--- config.mk ---
export PLATFORM = sky130hd
export DESIGN_NAME = fp_norm_round
export DESIGN_NICKNAME = d
export VERILOG_FILES = /design/src/rtl/fp_norm_round.sv
export SDC_FILE = /design/constraint.sdc
export NUM_CORES = 1
export LEC_CHECK = 0
export CORE_ASPECT_RATIO = 0.8
export CORE_MARGIN = 4
export CORE_UTILIZATION = 49
export CTS_CLUSTER_DIAMETER = 80
export DETAILED_ROUTE_END_ITERATION = 16
export GPL_TIMING_DRIVEN = 1
export PLACE_DENSITY = 0.77
export SLEW_MARGIN = 20
export SYNTH_ARGS = -nofsm -noshare
export SYNTH_HDL_FRONTEND = slang
export SYNTH_SLANG_ARGS = --single-unit
--- constraint.sdc ---
create_clock -name clk -period 2.9 [get_ports clk]
set_input_delay 0.725 -clock clk [delete_from_list [all_inputs] [get_ports clk]]
set_output_delay 0.725 -clock clk [all_outputs]
set_load 0.1 [all_outputs]
--- src/rtl/fp_norm_round.sv ---
// fp_norm_round
// Post-multiply normalize / round / pack stage for the fp_multiplier datapath.
// Takes an unnormalized 32-bit mantissa plus the leading-zero count and valid
// bit from the upstream 32-bit LZC. It normalizes the mantissa, adjusts the
// exponent, rounds to nearest-even and packs an IEEE-754 single. The stage is
// a two-deep valid/ready pipeline that runs at full rate and is safe under
// backpressure.
//
// Optional build macro: FP_NORM_LZC_CHECK_EN
//   When defined, stage 1 recomputes the leading-zero count of in_mant and
//   sets the sticky lzc_err output on any accepted beat whose in_lz / in_lz_v
//   disagree with it. When undefined, lzc_err is tied to 0.
//
// Ports:
//   clk, rst_n          clock (rising edge), asynchronous active-low reset
//   in_valid/in_ready   input handshake
//   in_sign             result sign
//   in_exp [EXP_W]      signed biased exponent of in_mant bit 31
//   in_mant[32]         unnormalized mantissa
//   in_lz  [5]          leading-zero count of in_mant
//   in_lz_v             1 = in_mant is non-zero
//   out_valid/out_ready output handshake
//   out_result[32]      packed IEEE single
//   out_flags[4]        {overflow, underflow, inexact, zero}
//   lzc_err             sticky LZC consistency error
module fp_norm_round #(
    parameter int EXP_W = 10
) (
    input  logic             clk,
    input  logic             rst_n,
    input  logic             in_valid,
    output logic             in_ready,
    input  logic             in_sign,
    input  logic [EXP_W-1:0] in_exp,
    input  logic [31:0]      in_mant,
    input  logic [4:0]       in_lz,
    input  logic             in_lz_v,
    output logic             out_valid,
    input  logic             out_ready,
    output logic [31:0]      out_result,
    output logic [3:0]       out_flags,
    output logic             lzc_err
);

    localparam logic signed [EXP_W+1:0] EXP_MAX  = (EXP_W+2)'(255);
    localparam logic signed [EXP_W+1:0] EXP_ZERO = '0;

    logic                    s1_valid;
    logic                    s1_sign;
    logic                    s1_nz;
    logic [30:0]             s1_norm;
    logic signed [EXP_W:0]   s1_exp;
    logic                    s2_valid;

    logic                    s1_adv;
    logic                    s1_load;
    logic [31:0]             norm;
    logic signed [EXP_W:0]   exp_n;

    // Stage 1 may advance whenever stage 2 is empty or draining; the input
    // side may then accept even with stage 1 full, so a full pipe keeps
    // streaming without a bubble.
    assign s1_adv    = !s2_valid || out_ready;
    assign in_ready  = !s1_valid || s1_adv;
    assign s1_load   = in_valid && in_ready;
    assign out_valid = s2_valid;

    // Bit 31 of the normalized mantissa is the implied one (in_lz is
    // trusted), so only bits 30:0 are carried into stage 1.
    assign norm  = in_mant << in_lz;
    assign exp_n = $signed({in_exp[EXP_W-1], in_exp}) - $signed({{(EXP_W-4){1'b0}}, in_lz});

    always_ff @(posedge clk or negedge rst_n) begin
        if (!rst_n) begin
            s1_valid <= 1'b0;
            s1_sign  <= 1'b0;
            s1_nz    <= 1'b0;
            s1_norm  <= '0;
            s1_exp   <= '0;
        end else if (in_ready) begin
            s1_valid <= in_valid;
            if (in_valid) begin
                s1_sign <= in_sign;
                s1_nz   <= in_lz_v;
                s1_norm <= norm[30:0];
                s1_exp  <= exp_n;
            end
        end
    end

    logic                    guard_bit;
    logic                    sticky_bit;
    logic                    round_up;
    logic [23:0]             frac_r;
    logic signed [EXP_W+1:0] exp_f;
    logic [31:0]             result_d;
    logic [3:0]              flags_d;

    // Round to nearest-even on the 23-bit fraction. A carry out of the
    // fraction leaves frac_r[22:0] all zero and bumps the exponent, so the
    // range checks below see the post-rounding exponent.
    always_comb begin
        guard_bit  = s1_norm[7];
        sticky_bit = |s1_norm[6:0];
        round_up   = guard_bit && (sticky_bit || s1_norm[8]);
        frac_r     = {1'b0, s1_norm[30:8]} + {23'b0, round_up};
        exp_f      = $signed({s1_exp[EXP_W], s1_exp}) + $signed({{(EXP_W+1){1'b0}}, frac_r[23]});

        result_d = {s1_sign, exp_f[7:0], frac_r[22:0]};
        flags_d  = {2'b00, guard_bit || sticky_bit, 1'b0};
        if (!s1_nz) begin
            result_d = {s1_sign, 31'b0};
            flags_d  = 4'b0001;
        end else if (exp_f >= EXP_MAX) begin
            result_d = {s1_sign, 8'hFF, 23'b0};
            flags_d  = 4'b1010;
        end else if (exp_f <= EXP_ZERO) begin
            result_d = {s1_sign, 31'b0};
            flags_d  = 4'b0110;
        end
    end

    // Output registers only load when stage 2 advances, which holds the
    // result stable while the consumer stalls.
    always_ff @(posedge clk or negedge rst_n) begin
        if (!rst_n) begin
            s2_valid   <= 1'b0;
            out_result <= '0;
            out_flags  <= '0;
        end else if (s1_adv) begin
            s2_valid <= s1_valid;
            if (s1_valid) begin
                out_result <= result_d;
                out_flags  <= flags_d;
            end
        end
    end

`ifdef FP_NORM_LZC_CHECK_EN
    logic [4:0] lz_calc;
    logic       lz_found;
    logic       lz_mismatch;
    logic       lzc_err_q;

    // Independent priority search for the first set bit from the MSB. The
    // count is only meaningful for a non-zero mantissa.
    always_comb begin
        lz_calc  = '0;
        lz_found = 1'b0;
        for (int i = 31; i >= 0; i--) begin
            if (!lz_found && in_mant[i]) begin
                lz_calc  = 5'(31 - i);
                lz_found = 1'b1;
            end
        end
        lz_mismatch = (in_lz_v != lz_found) || (lz_found && (lz_calc != in_lz));
    end

    always_ff @(posedge clk or negedge rst_n) begin
        if (!rst_n) begin
            lzc_err_q <= 1'b0;
        end else if (s1_load && lz_mismatch) begin
            lzc_err_q <= 1'b1;
        end
    end

    assign lzc_err = lzc_err_q;
`else
    assign lzc_err = 1'b0;
`endif

endmodule

==> flow_metrics.py, run 1 <==
metrics = {
    "grt": {
        "grt_usage_pct": 23.2,
        "antenna_found_initial": 0,
        "first_global_vias": 4872,
        "grt_overflow_total": 0,
        "grt_max_degree": 53,
        "grt_pass1_wl_mm": 24.4,
    },
    "placement": {
        "dp_slack_ns": -0.0880,
        "placedCellCount": 838,
        "dpl.hpwl_mm": 11.4,
        "place_congestion": 0.943,
        "numPortBuffers": 89,
    },
    "final_layout": {
        "diodes": 0,
        "final_nets": 771,
        "multi_input_area_um2": 3280,
        "regArea_um2": 2050,
        "post-route-util_pct": 65.2,
        "syn2layout_area_growth_pct": 29.8,
        "fin_cells": 858,
        "drive_above_1_share_pct": 26.8,
        "fill_cells": 882,
    },
    "synthesis": {
        "synth-adder-area-share_pct": 2.19,
        "synthesis.nets": 646,
        "synth_compound_area_share_pct": 19.6,
        "synth_simple_gate_area_share_pct": 17.6,
        "synth_area_um2": 5490,
        "synth-seq-area-share_pct": 37.4,
        "synth_cells": 584,
        "synth_flop_cell": "dfrtp_1",
        "synth_top_family_by_area": "compound AO/OA/AOI/OAI gates",
        "muxShareOfSynthArea_pct": 13.8,
        "ys_async_sr_fraction_pct": 100,
        "avgSynthCellArea_um2": 9.41,
        "synth_xor_area_share_pct": 5.26,
        "synth_edf_count": 0,
        "synth.distinct_cells": 62,
        "ys_ff_latch": 82,
        "yosys_warnings": 0,
    },
    "cts": {
        "clk_path_buf_depth": 2,
        "cts.sinks": 82,
        "cts_tree": "built",
        "cts_root_buf": "clkbuf_16",
        "clk_latency_ns": 0.33,
        "cts_inserted_buffers": 9,
        "ctsHtreeMaxLevel": 3,
        "holdBufCountCts": 0,
        "clk_pin_slew_ns": 0.07,
    },
    "detailed_routing": {
        "drtPass1Iterations": 5,
        "drtAntennaViolNets": 0,
        "viasPerCell": 5.84,
        "wl_per_cell_um": 17.4,
        "dr_total_vias": 5015,
        "totalWireLength_mm": 14.9,
        "first_iter_violations": 407,
        "drcViolationCount": 0,
    },
    "sta": {
        "layout_setup_ws_ns": -0.0758,
        "setup_viol": 33,
        "finalHoldViolCount": 0,
        "slew_headroom_pct": 54.9,
        "grt_setup_unrepaired": "true",
        "min_period_ns": 2.98,
        "setup_tns_ns": -1.79,
        "fin_skew_ns": 0.00883,
        "period_share_pct": 103,
        "worst_pin_slew_ns": 0.659,
        "clock.fmax_ghz": 0.336,
        "finalMaxSlewViolations": 0,
    },
    "critical_path": {
        "startpoint_type": "register",
        "arrival_ns": 3.24,
        "path_class": "register to register",
        "crit_required_ns": 3.16,
        "crit_path_end_kind": "register",
        "critPathMaxFanout": 23,
        "rr_worst_depth": 14,
    },
    "floorplan": {
        "die_y_um": 103,
        "io_pins": 92,
        "fp-row-count": 34,
        "start_util_pct": 50.2,
        "dieWidth_um": 126,
        "dieArea_um2": 13000,
        "core_um2": 10900,
    },
    "pwr": {
        "cellPowerDensity_nw_per_um2": 557,
        "p_comb_share_pct": 36.1,
        "ir_worst_vdd_mv": 0.313,
        "p_leak_nw": 3.10,
        "seq_power_share_pct": 36.0,
        "switching_power_mw": 1.57,
        "p_clk_share_pct": 27.8,
        "internal_power_mw": 2.40,
        "finalPower_mw": 3.97,
        "switching_share_pct": 39.5,
    },
    "flow_run": {
        "cap_viol_max_count": 0,
    },
    "hold_path": {
        "hold_path.class": "primary input to asynchronous set/reset pin",
    },
    "run_status": {
        "status": "complete, but fails checks",
        "violations": "negative setup slack",
    },
}
## sequential cells by signal (all words and copies together) (netlist names)
signal and count:
s1_nz 1, s1_sign 1, out_valid 1, out_result 32, s1_norm 31, out_flags 4, s1_exp 11, s1_valid 1
## kinds of logic after synthesis
logic type | after synthesis
xor+xnor | 33
simple gates | 208
buf+inv | 48
compound gates | 146
other cells | 1
mux | 57
flops | 82
fa+ha+maj | 9
## critical path, cell delays in order, from the launching register on
cell     delay [ns]
dfrtp_1        0.35
and4_1         0.23
and3_4         0.19
and4_4         0.23
nand3_2        0.07
nor2_2         0.10
ha_2           0.21
ha_4           0.16
nand3_2        0.07
or4b_4         0.56
o21ai_4        0.08
a32o_4         0.21
nand4_4        0.10
buf_12         0.18
o21ai_2        0.14
## synthesized netlist by cell type, types with 3 or more instances
master	count	area [µm²]
nand4_1	7	43.8
buf_1	3	11.3
a221oi_1	3	26.3
a211o_1	5	43.8
dfrtp_1	82	2050
buf_2	5	25.0
nor3_1	5	25.0
mux2i_1	26	260
nor2_1	44	165
o31ai_1	4	30.0
or3_1	3	18.8
a221o_1	11	110
mux2_2	18	203
mux4_2	13	293
xor2_1	21	184
inv_1	9	33.8
and3_1	6	37.5
o2bb2ai_1	3	26.3
nand2b_1	7	43.8
buf_4	7	52.6
and2_1	3	18.8
o22ai_1	5	31.3
nand3_1	22	110
xnor2_1	12	105
o21a_1	5	37.5
clkbuf_1	19	71.3
a21oi_1	15	75.1
nor2b_1	6	37.5
o221ai_1	3	26.3
o21ai_2	21	184
a22o_1	13	114
ha_1	8	100
a31oi_1	5	31.3
and4_1	3	26.3
nand2_1	91	342
o21ai_0	35	175
## routing by layer
layer | track usage, % | vias to the layer above | part of all wire, %
met3 | 3.57 | 14 | 5.5
met1 | 34.2 | 2447 | 49
met2 | 36.5 | 171 | 45
met5 | 0 | - | 0
li1 | - | 2383 | -
met4 | 5.36 | 0 | 0.85
## final cells by class
| class | instances | share of cell area, % |
|---|---|---|
| multi-input cells | 455 | 46.0 |
| flip-flops and latches | 82 | 28.8 |
| repair buffers | 150 | 18.0 |
| clock buffers | 9 | 3.16 |
| well taps | 144 | 2.53 |
| clock inverters | 7 | 0.895 |
| inverters | 11 | 0.579 |
## through the flow
stage | area (µm²) | hold WS [ns]
3_5_place_dp | 6790 | 0.472
3_3_place_gp | 6790 | 0.450
6_report | 7130 | 0.420
5_1_grt | 7130 | 0.485
4_1_cts | 7090 | 0.442
2_1_floorplan | 5540 | 0.429
## repair_timing
| action | in CTS | in global routing |
|---|---|---|
| setup endpoints to repair | 33 | 34 |
| pin swaps | 3 | 2 |
| resized for setup | 5 | 3 |
| setup buffers | 1 | 2 |
| cloned | 0 | 1 |
## cell usage in the layout, fill, tap and decap left out, drive strengths merged, types with 13 or more instances in the layout
master,instances
buf,101
clkdlybuf4s50,49
nand2,91
xor2,21
nand3,22
dfrtp,82
mux2,18
nor2,44
a22o,13
o21ai,58
mux4,13
a21oi,15
mux2i,26
## power groups by stage
| stage | combinational (mW) | clock (mW) | sequential [mW] |
|---|---|---|---|
| final | 1.44 | 1.11 | 1.43 |
| after global routing | 1.53 | 1.17 | 1.45 |
| after CTS | 1.42 | 1.12 | 1.43 |
| after detailed placement | 1.42 | 0 | 1.45 |
| after global placement | 1.39 | 0 | 1.44 |
| after floorplan | 0.581 | 0 | 1.81 |
## path summary, 6_finish.rpt
kind	start	end	slack (ns)
worst max register to register	s1_norm[20]	out_result[14]	-0.08
worst max-delay path	s1_norm[20]	out_result[14]	-0.08
min in group clk	out_result[21]	out_result[21]	0.48
max in group asynchronous	rst_n	out_result[18]	1.74
worst min-delay path	rst_n	out_result[29]	0.42
worst min register to register	out_result[21]	out_result[21]	0.48
Power figures use the tool's default switching activity.
==> run 2, diff against run 1 <==
--- a/config.mk
+++ b/config.mk
@@ -11,8 +11,8 @@
 export CTS_CLUSTER_DIAMETER = 80
 export DETAILED_ROUTE_END_ITERATION = 16
 export GPL_TIMING_DRIVEN = 1
-export PLACE_DENSITY = 0.77
-export SLEW_MARGIN = 20
+export HOLD_SLACK_MARGIN = 0.08
+export PLACE_DENSITY_LB_ADDON = 0.05
 export SYNTH_ARGS = -nofsm -noshare
 export SYNTH_HDL_FRONTEND = slang
 export SYNTH_SLANG_ARGS = --single-unit
==> flow_metrics.py, run 2 (synthesis gave the netlist of run 1 again) <==
metrics = {
    "hold_path": {
        "hold_path.class": "primary input to asynchronous set/reset pin",
    },
    "sta": {
        "setup_tns_ns": -2.69,
        "slew_headroom_pct": 58.3,
        "hold-worst-slack_ns": 0.384,
        "worst_pin_slew_ns": 0.623,
        "layout_setup_ws_ns": -0.109,
        "clock.fmax_ghz": 0.332,
        "min_period_ns": 3.01,
        "finalMaxSlewViolations": 0,
        "grt_setup_unrepaired": "true",
        "setup_viol": 33,
        "finalHoldViolCount": 0,
        "fin_skew_ns": 0.0118,
        "period_share_pct": 104,
    },
    "critical_path": {
        "path_class": "register to register",
        "rr_startpoint": "s1_norm[19]",
        "reg2reg_to": "out_result[13]",
        "rr_worst_depth": 14,
        "crit_required_ns": 3.16,
        "arrival_ns": 3.27,
        "crit_path_end_kind": "register",
        "r2r_slack_ns": -0.11,
        "critPathSlowestCell": "or4b_1",
        "path_cells": "and4_4 > and3_4 > and4_4 > nand3_4 > nor2_4 > ha_4 > ha_4 > nand3_2 > or4b_1 > o21ai_2 > a32o_4 > nand4_4 > clkbuf_16 > o21ai_2",
        "startpoint_type": "register",
        "critPathMaxFanout": 8,
        "slowest_delay_ns": 0.53,
    },
    "run_status": {
        "status": "complete, but fails checks",
        "violations": "negative setup slack",
    },
    "detailed_routing": {
        "totalWireLength_mm": 15.3,
        "drcViolationCount": 0,
        "first_iter_violations": 367,
        "dr_total_vias": 4985,
        "viasPerCell": 5.74,
        "wl_per_cell_um": 17.6,
        "drtPass1Iterations": 5,
        "drtAntennaViolNets": 0,
    },
    "placement": {
        "place_congestion": 0.951,
        "dpl.hpwl_mm": 11.6,
        "numPortBuffers": 89,
        "placedCellCount": 842,
    },
    "cts": {
        "cts_inserted_buffers": 9,
        "cts_tree": "built",
        "cts_root_buf": "clkbuf_16",
        "clk_latency_ns": 0.33,
        "holdBufCountCts": 0,
        "ctsHtreeMaxLevel": 3,
        "clk_pin_slew_ns": 0.07,
        "clk_path_buf_depth": 2,
        "cts.sinks": 82,
    },
    "final_layout": {
        "mostFrequentLayoutCells": "104 x buf_4, 91 x nand2_1, 81 x dfrtp_1, 49 x clkdlybuf4s50_1, 42 x nor2_1",
        "fin_cells": 868,
        "fill_cells": 921,
        "largest_register_ffs": 32,
        "final_common_cell": "buf_4",
        "post-route-util_pct": 67.0,
        "drive_above_1_share_pct": 28.7,
        "syn2layout_area_growth_pct": 33.3,
        "largest-register": "out_result",
        "diodes": 0,
        "final_nets": 781,
        "top_regs": "out_result x32, s1_norm x31, s1_exp x11",
    },
    "flow_run": {
        "cap_viol_max_count": 0,
    },
    "pwr": {
        "internal_power_mw": 2.53,
        "cellPowerDensity_nw_per_um2": 559,
        "seq_power_share_pct": 34.9,
        "switching_share_pct": 38.1,
        "p_comb_share_pct": 36.2,
        "finalPower_mw": 4.09,
        "switching_power_mw": 1.56,
        "p_leak_nw": 3.19,
        "p_clk_share_pct": 28.9,
        "ir_worst_vdd_mv": 0.348,
    },
    "floorplan": {
        "dieWidth_um": 126,
        "io_pins": 92,
        "fp-row-count": 34,
        "dieArea_um2": 13000,
        "die_y_um": 103,
        "start_util_pct": 50.2,
        "core_um2": 10900,
    },
    "grt": {
        "first_global_vias": 4598,
        "grt_usage_pct": 23.3,
        "grt_pass1_wl_mm": 24.2,
        "grt_max_degree": 47,
        "grt_overflow_total": 0,
        "antenna_found_initial": 0,
    },
}
## run 2: what timing repair did
action | 4_1_cts | 5_1_grt
cloned | 0 | 3
setup buffers | 1 | 6
resized for setup | 6 | 13
hold endpoints to repair | 0 | 0
endpoints found under the setup margin | 34 | 34
pin swaps | 3 | 17
## run 2: layer usage
| layer | wire, µm | share of wire [%] | global-route usage, % | vias up |
|---|---|---|---|---|
| li1 | - | - | - | 2411 |
| met1 | 7340 | 48 | 35.0 | 2398 |
| met5 | 0 | 0 | 0 | - |
| met4 | 290 | 1.9 | 6.35 | 0 |
| met3 | 789 | 5.2 | 3.57 | 21 |
| met2 | 6900 | 45 | 35.2 | 155 |
## run 2: worst max-delay path by stage
| stage | start | endpoint | slack, ns | cells past startpoint |
|---|---|---|---|---|
| floorplan | s1_norm[19] | out_result[20] | -0.0005 | 14 |
| detailed placement | s1_norm[21] | out_result[0] | -0.13 | 15 |
| CTS | s1_norm[21] | out_result[23] | -0.07 | 13 |
| global placement | s1_norm[20] | out_result[2] | -0.04 | 14 |
| global route | s1_norm[19] | out_result[10] | -0.21 | 14 |
| finish | s1_norm[19] | out_result[13] | -0.11 | 14 |
## run 2: stage by stage
step / setup slack (ns) / cell area [µm²]
floorplan: -0.000479 / 5540
global placement: -0.0430 / 6810
detailed placement: -0.125 / 6810
CTS: -0.0724 / 7140
global route: -0.208 / 7320
finish: -0.109 / 7320
## run 2: final cells by class
| class | count | area, µm² | share of cell area (%) |
|---|---|---|---|
| multi-input combinational | 455 | 3340 | 45.6 |
| sequential | 82 | 2050 | 28.0 |
| timing repair buffer | 160 | 1400 | 19.1 |
| clock buffer | 10 | 239 | 3.26 |
| tap | 144 | 180 | 2.46 |
| clock inverter | 6 | 72.6 | 0.991 |
| inverter | 11 | 41.3 | 0.564 |
## run 2: power groups by stage
stage / Sequential [mW] / Clock, mW / Combinational (mW)
floorplan: 1.81 / 0 / 0.581
finish: 1.43 / 1.18 / 1.48
global placement: 1.43 / 0 / 1.41
CTS: 1.42 / 1.20 / 1.44
detailed placement: 1.44 / 0 / 1.43
global route: 1.45 / 1.25 / 1.58
## run 2: worst max-delay path, delay by kind of cell, from the launching register on
kind	cells	cell delay (ns)
AND/OR/NAND/NOR	8	1.63
flip-flops	1	0.36
buffers and inverters	1	0.23
adder cells (fa/ha/maj)	2	0.30
AO/OA/AOI/OAI	3	0.42
==> variant (flow settings as in run 2) <==
The parameter `EXP_W` goes from 10 to 14.
--- a/src/rtl/fp_norm_round.sv
+++ b/src/rtl/fp_norm_round.sv
@@ -26,3 +26,3 @@
 module fp_norm_round #(
-    parameter int EXP_W = 10
+    parameter int EXP_W = 14
 ) (
Ports: changed (resized in_exp); port bits go from 92 to 96. No check against the original RTL was run, so the function may have changed too.
==> variant against run 2 <==
- final area is 7.3% higher
- total power is 1.7% lower
- setup slack better by 110 ps
- synthesized area is 5.8% higher
- combinational power is 5% lower
- sequential share of layout area is 0.63 points lower
- non-clock buffer count is 24 higher
- sequential cell count is 4 higher
- routed wire length is 6.7% higher
==> variant: results (changes against run 2) <==
| Metric | Value |
|---|---|
| Status | finished, final reports clean |
| Remaining Overflow, GRT | 0 (unchanged) |
| HPWL Detailed | 12350 µm (+6.0%) |
| Clock skew | 7.989 ps (-3.847 ps) |
| CP startpoint | s1_norm[15]$_DFFE_PN0P_ |
| Worst R2R Start | s1_norm[15]$_DFFE_PN0P_ |
| Bufs on Longest Clock Path | 2 (unchanged) |
| Initial DRT Pass Iterations | 5 (unchanged) |
| Worst hold-check path type | input pin to asynchronous set/reset pin |
| Dpl cell area | 7400 µm² (+8.7%) |
| Nets | 847 (+8.5%) |
| GRT met2 Usage | 0.3510 (-0.001446) |
| R2r worst-path depth | 14 (unchanged) |
| Worst slew pin tran | 746.3 ps (+122.9 ps) |
| GR Util met1 | 0.3758 (+0.02583) |
| Gpl congestion | 0.8837 (-7.1%) |
| Most instantiated cells after synthesis | 136 x nand2_1, 86 x dfrtp_1, 55 x o21ai_0 |
| Drt via density | 5.716 (-0.47%) |
| Synthesized Nets | 696 (+7.7%) |
| Main synth FF type | dfrtp_1 |
| First-pass GRT wire length | 26440 µm (+9.1%) |
| Vias in the first global route | 5180 (+13%) |
| Clk slew on worst S/H paths | 60 ps |
| Synth Warn # | 0 (unchanged) |
| Yosys cell types | 67 (+8.1%) |
| Top flop regs | out_result x32, s1_norm x31, s1_exp x15 |
| Port Buffers | 93 (+4.5%) |
| Clock Latency Late Sink | 340 ps |
| Root Buffer | clkbuf_16 |
| Leak | 3.413 nW (+7.0%) |
| GR Util met3 | 0.04103 (+0.005301) |
| Antenna violations before repair | 0 (unchanged) |
| Num CTS Buffers | 9 (unchanged) |
| Reg-to-reg slack, setup | 4 ps (+110 ps) |
| Post-synth ARST share | 1.000 (unchanged) |
| Proportion of layout cells with a drive suffix above 1 | 0.2735 (-0.01376) |
| Drt first-iter violations | 399 (+8.7%) |
| Overall Global Routing Usage | 0.2418 (+0.009021) |
| CP arrival | 3150 ps (-120 ps) |
| Pin count of the biggest net entering global routing | 51 (+8.5%) |
| Aggregate routed wire length | 16350 µm (+6.7%) |
| Worst-path maximum fanout | 22 (+14) |
| H-Tree Depth | 3 (unchanged) |
| Antenna cells | 0 (unchanged) |
| Top cells by area, synth | dfrtp_1 37%, mux4_2 10%, nand2_1 8.8% |
| R2r endpoint | out_result[8]$_DFFE_PN0P_ |
| DP Worst Slack | -346.4 ps (-221.1 ps) |
| Seq/Total Area, Yosys | 0.3704 (-0.003206) |
| Worst vdd ir | 0.0003013 V (-13%) |
-- variant: cell types whose count changed after synthesis, moves of 7 or more --
cell and change:
nand2_1 +45, o21ai_2 -21, o21ai_0 +20, mux2i_1 -17, mux4_2 +14, nor2_1 -14, mux2_2 -10, clkbuf_1 +7
-- variant: worst max path at each step --
stage | endpoint | slack, ps
2_1_floorplan | out_result[13]$_DFFE_PN0P_ | 20
4_1_cts | out_result[13]$_DFFE_PN0P_ | -50
3_3_place_gp | s1_exp[13]$_DFFE_PN0P_ | -320
3_5_place_dp | s1_exp[13]$_DFFE_PN0P_ | -350
6_report | out_result[8]$_DFFE_PN0P_ | 4
5_1_grt | out_flags[3]$_DFFE_PN0P_ | -210
-- variant: layout make-up --
cell class / count / area (µm²)
Multi-Input combinational cell: 491 / 3598
Sequential cell: 86 / 2153
Inverter: 9 / 33.78
Fill cell: 931 / 3706
Clock inverter: 4 / 55.05
Clock buffer: 12 / 236.5
Tap cell: 148 / 185.2
Timing Repair Buffer: 184 / 1593
-- variant: power by group --
group          internal [mW]  switching [mW]  total, mW  leakage (nW)
sequential              1.34           0.142       1.48          1.11
clock                  0.675           0.463       1.14         0.138
combinational          0.554           0.853       1.41          2.16
-- variant: critical path, stage by stage, from the launching register on --
cell,delay (ps)
dfrtp_1,370
nand3_2,120
nor4_4,350
nand2_2,130
nor2_4,190
ha_4,180
nand3_4,110
buf_12,170
nor4_4,270
xor2_2,140
nor4_4,130
buf_4,190
nand4bb_4,130
buf_12,180
o21ai_1,160
-- variant: cells by family (layout without fill, tap and decap cells) --
group | count (synthesis) | count (layout) | synth area share
DFF | 86 | 86 | 0.3704
and+or+nand+nor | 263 | 263 | 0.2205
AOI/OAI and AO/OA | 138 | 138 | 0.1563
xor gates and xnor gates | 36 | 36 | 0.05426
adders and majority gates | 9 | 9 | 0.02067
muxes | 44 | 44 | 0.1357
buffers and inverters | 53 | 209 | 0.04156
other | 1 | 1 | 0.0006454
-- variant: repair_timing --
item,CTS,global route
hold buffers,0,0
setup buffers,4,3
gates resized for setup,12,30
pin swaps,2,10
endpoints found under the setup margin,34,39
-- variant: per-stage QoR --
stage          cells    util  hold WS (ps)
2_1_floorplan    630       -         429.4
3_3_place_gp     912  0.6400         452.9
3_5_place_dp     912  0.6400         452.6
4_1_cts          932  0.6735         421.2
5_1_grt          934  0.6794         454.9
6_report         934  0.6794         403.2
-- variant: metal layers --
layer / share of wire / up-vias
met5: 0 / -
met4: 0.013 / 0
met3: 0.056 / 15
met2: 0.44 / 163
met1: 0.49 / 2561
li1: - / 2600
